File: config.mk
export PLATFORM = sky130hd
export DESIGN_NAME = regfile_wb_arbiter
export DESIGN_NICKNAME = d
export VERILOG_FILES = /design/src/rtl/rf_pkg.sv /design/src/rtl/rf_scoreboard.sv /design/src/rtl/regfile_wb_arbiter.sv
export SDC_FILE = /design/constraint.sdc
export NUM_CORES = 1
export LEC_CHECK = 0
export BUFFER_PORTS_ARGS = -buffer_cell sky130_fd_sc_hd__buf_2
export CORE_AREA = 2 2 84 106
export DETAILED_ROUTE_END_ITERATION = 7
export DIE_AREA = 0 0 86 108
export PLACE_DENSITY = 0.85
export SLEW_MARGIN = 10
export SYNTH_ARGS = -nofsm -noshare
export SYNTH_HDL_FRONTEND = slang
export SYNTH_HIERARCHICAL = 1
export SYNTH_SLANG_ARGS = --single-unit
File: constraint.sdc
create_clock -name clk -period 2.2 [get_ports clk]
set_input_delay 0 -clock clk [delete_from_list [all_inputs] [get_ports clk]]
set_output_delay 0 -clock clk [all_outputs]
set_load 0.005 [all_outputs]
File: src/rtl/rf_pkg.sv
// Shared types and constants for the register-file write-back path.
package rf_pkg;

    localparam int XLEN   = 32;
    localparam int NREG   = 32;
    localparam int REG_AW = 5;

    typedef enum logic {
        PRIO_LSU = 1'b0,
        PRIO_ALU = 1'b1
    } arb_state_t;

    typedef struct packed {
        logic              valid;
        logic [REG_AW-1:0] rd;
        logic [XLEN-1:0]   wd;
    } wb_req_t;

    // x0 is architecturally zero, so a request or issue targeting it never writes.
    function automatic logic real_write(input logic vld, input logic [REG_AW-1:0] rd);
        return vld && (rd != '0);
    endfunction

endpackage

File: src/rtl/rf_scoreboard.sv
// Pending-write scoreboard: one busy bit per architectural register.
// Lookups are combinational from the registered bits; a set on the same edge as a clear wins.
module rf_scoreboard
    import rf_pkg::*;
(
    input  logic              clk,
    input  logic              rst_n,
    input  logic              set_vld_i,
    input  logic [REG_AW-1:0] set_rd_i,
    input  logic              clr_vld_i,
    input  logic [REG_AW-1:0] clr_rd_i,
    input  logic [REG_AW-1:0] chk_rs1_i,
    input  logic [REG_AW-1:0] chk_rs2_i,
    output logic              busy_rs1_o,
    output logic              busy_rs2_o
);

    logic [NREG-1:0] busy_q;
    logic [NREG-1:0] busy_d;

    always_comb begin
        busy_d = busy_q;
        if (clr_vld_i) begin
            busy_d[clr_rd_i] = 1'b0;
        end
        // Applied after the clear: a fresh producer issued on the commit edge keeps the bit.
        if (real_write(set_vld_i, set_rd_i)) begin
            busy_d[set_rd_i] = 1'b1;
        end
        busy_d[0] = 1'b0;
    end

    always_ff @(posedge clk or negedge rst_n) begin
        if (!rst_n) begin
            busy_q <= '0;
        end else begin
            busy_q <= busy_d;
        end
    end

    assign busy_rs1_o = busy_q[chk_rs1_i];
    assign busy_rs2_o = busy_q[chk_rs2_i];

endmodule

File: src/rtl/regfile_wb_arbiter.sv
// Shares the register-file write port between ALU and LSU (LSU-first, ALU starvation guard)
// and tracks in-flight destinations. Ready is combinational; the write port is one cycle behind the handshake.
module regfile_wb_arbiter
    import rf_pkg::*;
#(
    parameter int unsigned STARVE_LIMIT = 3,
    parameter int unsigned XLEN         = rf_pkg::XLEN
) (
    input  logic                  clk,
    input  logic                  rst_n,
    input  logic                  alu_valid,
    input  logic [REG_AW-1:0]     alu_rd,
    input  logic [XLEN-1:0]       alu_wd,
    output logic                  alu_ready,
    input  logic                  lsu_valid,
    input  logic [REG_AW-1:0]     lsu_rd,
    input  logic [XLEN-1:0]       lsu_wd,
    output logic                  lsu_ready,
    input  logic                  iss_valid,
    input  logic [REG_AW-1:0]     iss_rd,
    input  logic [REG_AW-1:0]     chk_rs1,
    input  logic [REG_AW-1:0]     chk_rs2,
    output logic                  busy_rs1,
    output logic                  busy_rs2,
    output logic                  we3,
    output logic [REG_AW-1:0]     a3,
    output logic [XLEN-1:0]       wd3
);

    arb_state_t          state_q;
    logic [3:0]          starve_q;
    logic                we3_q;
    logic [REG_AW-1:0]   a3_q;
    logic [XLEN-1:0]     wd3_q;

    logic                grant;
    logic [REG_AW-1:0]   sel_rd;
    logic [XLEN-1:0]     sel_wd;

    assign alu_ready = alu_valid && (!lsu_valid || (state_q == PRIO_ALU));
    assign lsu_ready = lsu_valid && (!alu_valid || (state_q == PRIO_LSU));

    assign grant  = alu_ready || lsu_ready;
    assign sel_rd = alu_ready ? alu_rd : lsu_rd;
    assign sel_wd = alu_ready ? alu_wd : lsu_wd;

    always_ff @(posedge clk or negedge rst_n) begin
        if (!rst_n) begin
            state_q  <= PRIO_LSU;
            starve_q <= 4'd0;
        end else if (alu_ready) begin
            starve_q <= 4'd0;
            state_q  <= PRIO_LSU;
        end else if (alu_valid) begin
            if ((starve_q + 4'd1) == 4'(STARVE_LIMIT)) begin
                state_q  <= PRIO_ALU;
                starve_q <= 4'd0;
            end else begin
                starve_q <= starve_q + 4'd1;
            end
        end
    end

    // a3/wd3 deliberately hold on idle or x0 cycles; only we3 drops.
    always_ff @(posedge clk or negedge rst_n) begin
        if (!rst_n) begin
            we3_q <= 1'b0;
            a3_q  <= '0;
            wd3_q <= '0;
        end else if (real_write(grant, sel_rd)) begin
            we3_q <= 1'b1;
            a3_q  <= sel_rd;
            wd3_q <= sel_wd;
        end else begin
            we3_q <= 1'b0;
        end
    end

    assign we3 = we3_q;
    assign a3  = a3_q;
    assign wd3 = wd3_q;

    rf_scoreboard u_scoreboard (
        .clk        (clk),
        .rst_n      (rst_n),
        .set_vld_i  (iss_valid),
        .set_rd_i   (iss_rd),
        .clr_vld_i  (we3_q),
        .clr_rd_i   (a3_q),
        .chk_rs1_i  (chk_rs1),
        .chk_rs2_i  (chk_rs2),
        .busy_rs1_o (busy_rs1),
        .busy_rs2_o (busy_rs2)
    );

endmodule

==> results of run 1 <==
[worst max-delay path, cell delays in order (launching register included)]
cell	delay (ps)
dfrtp_1	430
nand2b_4	200
nand2_4	140
buf_4	220
mux2i_1	260
dlygate4sd3_1	630
o21ai_1	80
[cells by family after synthesis]
| family | count (synthesis) |
|---|---|
| compound gates | 167 |
| xor+xnor | 1 |
| fa+ha+maj | 2 |
| buf+inv | 28 |
| flops | 74 |
| mux | 60 |
| simple gates | 78 |
[flip-flops by register name (all words and copies together) (netlist names)]
name,cells
u_scoreboard/busy_q,31
a3,5
wd3,32
starve_q,4
state_q,1
we3,1
[how the worst min path moves through the flow]
stage                     startpoint      end  slack, ps  depth (start not counted)
after global routing      lsu_wd[28]  wd3[28]         -3                          3
after global placement         rst_n   wd3[0]        -30                          1
after detailed placement       rst_n   wd3[0]        -20                          1
after floorplan                rst_n    a3[0]       -300                          0
final                     lsu_wd[28]  wd3[28]         20                          3
after CTS                 alu_wd[28]  wd3[28]          2                          3
[final cells by class]
cell class                      count  area [um^2]
Fill cell                         551         2460
Multi-Input combinational cell    308         2100
Sequential cell                    74         1850
Timing Repair Buffer              206         1400
Clock buffer                       10          128
Tap cell                           97          121
Clock inverter                      6          114
Inverter                            6         22.5
[power by group through the flow]
stage | logic, mW | registers (mW) | clock network (mW)
2_1_floorplan | 0.780 | 1.97 | 0
3_3_place_gp | 1.14 | 2.04 | 0
3_5_place_dp | 1.20 | 2.08 | 0
4_1_cts | 1.33 | 2.05 | 1.28
5_1_grt | 1.55 | 2.12 | 1.36
6_report | 1.45 | 2.09 | 1.31
[per-stage QoR]
| step | total power [mW] | instance area (um^2) |
|---|---|---|
| after floorplan | 2.75 | 4080 |
| after global placement | 3.18 | 4820 |
| after detailed placement | 3.28 | 4820 |
| after CTS | 4.66 | 5690 |
| after global routing | 5.03 | 5730 |
| final | 4.85 | 5730 |
[Yosys cell counts, types with 2 or more instances]
library cell / count / share of area, %
o21ai_0: 99 / 12
dfrtp_1: 74 / 45
mux2i_1: 54 / 13
o21ai_1: 34 / 4.2
nand3_1: 16 / 2.0
nand2_1: 14 / 1.3
nand3b_1: 10 / 1.8
nor2_1: 10 / 0.92
a21oi_1: 9 / 1.1
clkbuf_1: 9 / 0.83
buf_2: 8 / 0.98
mux4_2: 6 / 3.3
or3b_2: 5 / 1.1
a22oi_1: 4 / 0.74
a31o_1: 4 / 0.86
inv_1: 4 / 0.37
nand2b_1: 4 / 0.61
nor2b_1: 4 / 0.61
or3_1: 4 / 0.61
a211oi_1: 3 / 0.55
buf_6: 3 / 0.83
o2bb2ai_1: 3 / 0.64
a21o_1: 2 / 0.37
buf_4: 2 / 0.37
ha_1: 2 / 0.61
inv_2: 2 / 0.18
nand4_1: 2 / 0.31
nor3_1: 2 / 0.25
o2111ai_1: 2 / 0.43
o211ai_1: 2 / 0.37
[layer usage]
metal,global-route usage (%),vias to the layer above,wire (um)
met5,0,-,0
met4,17.1,0,895
met3,8.32,102,1810
met2,56.2,418,7760
met1,40.4,2279,5550
li1,-,1923,-
[repair_timing]
item	CTS	global route
hold buffers	63	0
gates resized for setup	0	2
endpoints found under the setup margin	0	9
hold endpoints to repair	51	0
==> results.ini, run 1 <==
[sta]
rsz0062_at_grt = no
worst_pin_slew_ps = 525
setup_viol = 0
slew_headroom_pct = 65.0
final_hold_viol_count = 0
fin_crit_sh_pct = 95.1
whs_ps = 16.9
setup_tns_ps = 0
fmax_mhz = 478
fin_skew_ps = 16.0
finalCriticalPeriod_ps = 2090
drv_slew = 0
worst_slack_ps = 109

[yosys]
yosysUniqueCellTypes = 43
muxShareOfSynthArea_pct = 16.6
synthAdderAreaFrac_pct = 0.613
syn_avg_cell_area_um2 = 9.95
synth_xor_area_share_pct = 0.215
synthSimpleGateAreaFrac_pct = 10.8
syn-cell-area_um2 = 4080
synth_compound_area_share_pct = 22.9
ys_seq_elements = 74
async_reset_ff_share_pct = 100
ys.flop_type = dfrtp_1
synth_edf_count = 0
synth_top_family_by_area = compound AO/OA/AOI/OAI gates
syn-num-nets = 506
synthCells = 410
yosysWarningCount = 6
ys_seq_area_share_pct = 45.4

[critical_path]
r2r_end = wd3[18]
crit_required_ps = 2430
crit_path_end_kind = register
arrival_ps = 2320
crit_fanout = 9
crit_end = wd3[18]
r2r_cells = 6
reg2reg_from = state_q
r2r_slack_ps = 110
worstSetupStartpoint = state_q
startpoint_type = register
worstSetupPathType = reg -> reg

[pwr]
p_leak_nw = 2.69
internal_power_mw = 3.20
power_frac_clock_pct = 27.1
comb_power_share_pct = 29.8
p_switching_mw = 1.65
ir_drop_mv = 0.563
pwr-share-seq_pct = 43.1
powerDensity_nw_per_um2 = 847
switching_share_pct = 34.0

[detailed_routing]
ant_nets = 0
via_count = 4722
wl_per_cell_um = 22.6
drt_first_pass_iters = 6
finalWirelength_um = 16000
vias_per_cell = 6.68
drt-initial-drc-count = 592
post-route-drc-count = 0

[clocking]
root_buffer = clkbuf_8
cts_buffers = 9
clk_path_buf_depth = 2
post_cts_buffers = 0
clk_latency_ps = 360
htree_levels = 3
cts.sinks = 74
cts.clk_slew.worst_paths_ps = 80
cts_tree = built

[flow_run]
maxCapViolCount = 0

[cells_and_area]
mostFrequentLayoutCell = buf_2
diodes = 0
fin_util_pct = 69.9
syn_to_final_growth_pct = 40.4
fin_cells = 707
fin_nets = 701
drive_gt1_share_pct = 29.2
layout_common_cells = 135 x buf_2, 99 x o21ai_0, 74 x dfrtp_1

[global_routing]
track_usage_pct = 33.7
antenna_found_initial = 0
grt_overflow = 0
grt_pass1_vias = 4663
grt_start_max_net_pins = 36
grt_first_pass_wirelength_um = 24100

[place]
globalplace.congestion = 0.892
place.port_buffers = 135
hpwl_um = 8820
dp_slack_ps = 397
placedCellCount = 627

[floorplanning]
die_w_um = 86
io_pins = 136
start_util_pct = 49.8
rows = 37
dieArea_um2 = 9290
die_y_um = 108
fp.coreArea_um2 = 8190

[outcome]
outcome = completed

[worst_hold_path]
hold_class = in -> reg

Power figures use the tool's default switching activity.
==> run 2, diff against run 1 <==
Settings changed: CTS_CLUSTER_SIZE from default to 10.
Clock period 2.2 ns to 2.35 ns, I/O delays scaled along.
==> results.ini, run 2 (same netlist as run 1, synthesis figures left out) <==
[floorplanning]
fp.coreArea_um2 = 8190
start_util_pct = 49.8
die_y_um = 108
io_pins = 136
die_w_um = 86
dieArea_um2 = 9290
rows = 37

[sta]
finalCriticalPeriod_ps = 2210
whs_ps = 45.0
final_hold_viol_count = 0
fin_skew_ps = 12.4
drv_slew = 0
setup_viol = 0
rsz0062_at_grt = no
fin_crit_sh_pct = 94.1
slew_headroom_pct = 57.9
worst_pin_slew_ps = 631
setup_tns_ps = 0
fmax_mhz = 452

[detailed_routing]
ant_nets = 0
vias_per_cell = 6.38
finalWirelength_um = 15500
post-route-drc-count = 0
via_count = 4521
wl_per_cell_um = 21.9
drt_first_pass_iters = 6
drt-initial-drc-count = 554

[cells_and_area]
diodes = 0
drive_gt1_share_pct = 29.1
layout_common_cells = 135 x buf_2, 99 x o21ai_0, 74 x dfrtp_1
final_cell_area_um2 = 5740
multi_input_area_um2 = 2090
fill_cells = 528
fin_nets = 703
seqCellArea_um2 = 1850
largest_reg_flops = 32
syn_to_final_growth_pct = 40.6
mostFrequentLayoutCell = buf_2

[global_routing]
grt_overflow = 0
grt_pass1_vias = 4574
grt_first_pass_wirelength_um = 24000
grt_start_max_net_pins = 49
antenna_found_initial = 0
track_usage_pct = 33.5

[critical_path]
cp_cell_sequence = nand2b_2 -> nand2_4 -> buf_12 -> mux2i_1 -> dlygate4sd3_1 -> o21ai_1
cp_slowest_stage_delay_ps = 590
worstSetupPathType = reg -> reg
crit_fanout = 25
startpoint_type = register
cp_slowest_cell = dlygate4sd3_1
crit_required_ps = 2590
crit_path_end_kind = register
arrival_ps = 2450

[pwr]
pwr-share-seq_pct = 43.9
switching_share_pct = 33.0
internal_power_mw = 2.97
ir_drop_mv = 0.490
p_switching_mw = 1.46
powerDensity_nw_per_um2 = 772
power_frac_clock_pct = 26.5
p_leak_nw = 2.69
comb_power_share_pct = 29.6

[clocking]
cts_buffers = 9
clk_path_buf_depth = 2
post_cts_buffers = 0
cts_tree = built
clk_latency_ps = 370
cts.sinks = 74
root_buffer = clkbuf_8
htree_levels = 3
cts.clk_slew.worst_paths_ps = 80

[place]
globalplace.congestion = 0.925
placed_area_um2 = 4820
hpwl_um = 8790
place.port_buffers = 135

[worst_hold_path]
hold_class = in -> reg

[flow_run]
maxCapViolCount = 0

[outcome]
outcome = completed

==> run 2: cell type report <==
cell class                      count  share of cell area, %
Tap cell                           97                   2.12
Timing Repair Buffer              208                   24.6
Sequential cell                    74                   32.3
Clock inverter                      4                   1.26
Inverter                            6                  0.392
Clock buffer                       12                   2.88
Multi-Input combinational cell    308                   36.4
==> run 2: power groups by stage <==
stage | registers (mW) | clock network (mW) | logic, mW
global placement | 1.90 | 0 | 1.07
global route | 1.99 | 1.22 | 1.42
finish | 1.95 | 1.17 | 1.31
detailed placement | 1.94 | 0 | 1.11
floorplan | 1.84 | 0 | 0.731
CTS | 1.91 | 1.16 | 1.23
==> run 2: repair_timing <==
action                                  in CTS  in global routing
hold buffers                                66                  0
endpoints found under the setup margin       0                 23
resized for setup                            0                  4
endpoints found under the hold margin       59                  0
==> run 2: worst paths after layout <==
path	start	slack [ps]	to	cells after the start
worst max-delay path	state_q	140	wd3[12]	6
worst min-delay path	iss_rd[4]	50	u_scoreboard/busy_q[16]	3
worst max register to register	state_q	140	wd3[12]	6
worst min register to register	u_scoreboard/busy_q[28]	540	u_scoreboard/busy_q[28]	2
max in group asynchronous	rst_n	1470	starve_q[1]	3
min in group asynchronous	rst_n	190	wd3[29]	2
==> run 2: stage by stage <==
stage	utilization, %	power (mW)	worst slack, ps	cells
3_3_place_gp	58.8	2.97	672	627
2_1_floorplan	-	2.57	733	410
4_1_cts	69.8	4.31	49.8	709
3_5_place_dp	58.8	3.05	543	627
5_1_grt	70.0	4.63	26.1	709
6_report	70.0	4.43	139	709
==> run 2: critical path: cells and delay by family (launching register included) <==
family | cells | cell delay [ps]
compound gates | 1 | 90
simple gates | 2 | 490
buf+inv | 2 | 840
mux | 1 | 230
flops | 1 | 430
==> run 2: layer usage <==
layer	part of all wire (%)	global-route usage [%]	wire length (um)	up-vias
met5	0	0	0	-
met4	4.6	15.5	708	0
met3	11	9.85	1750	72
met2	49	56.2	7610	372
met1	35	39.4	5440	2153
li1	-	-	-	1924
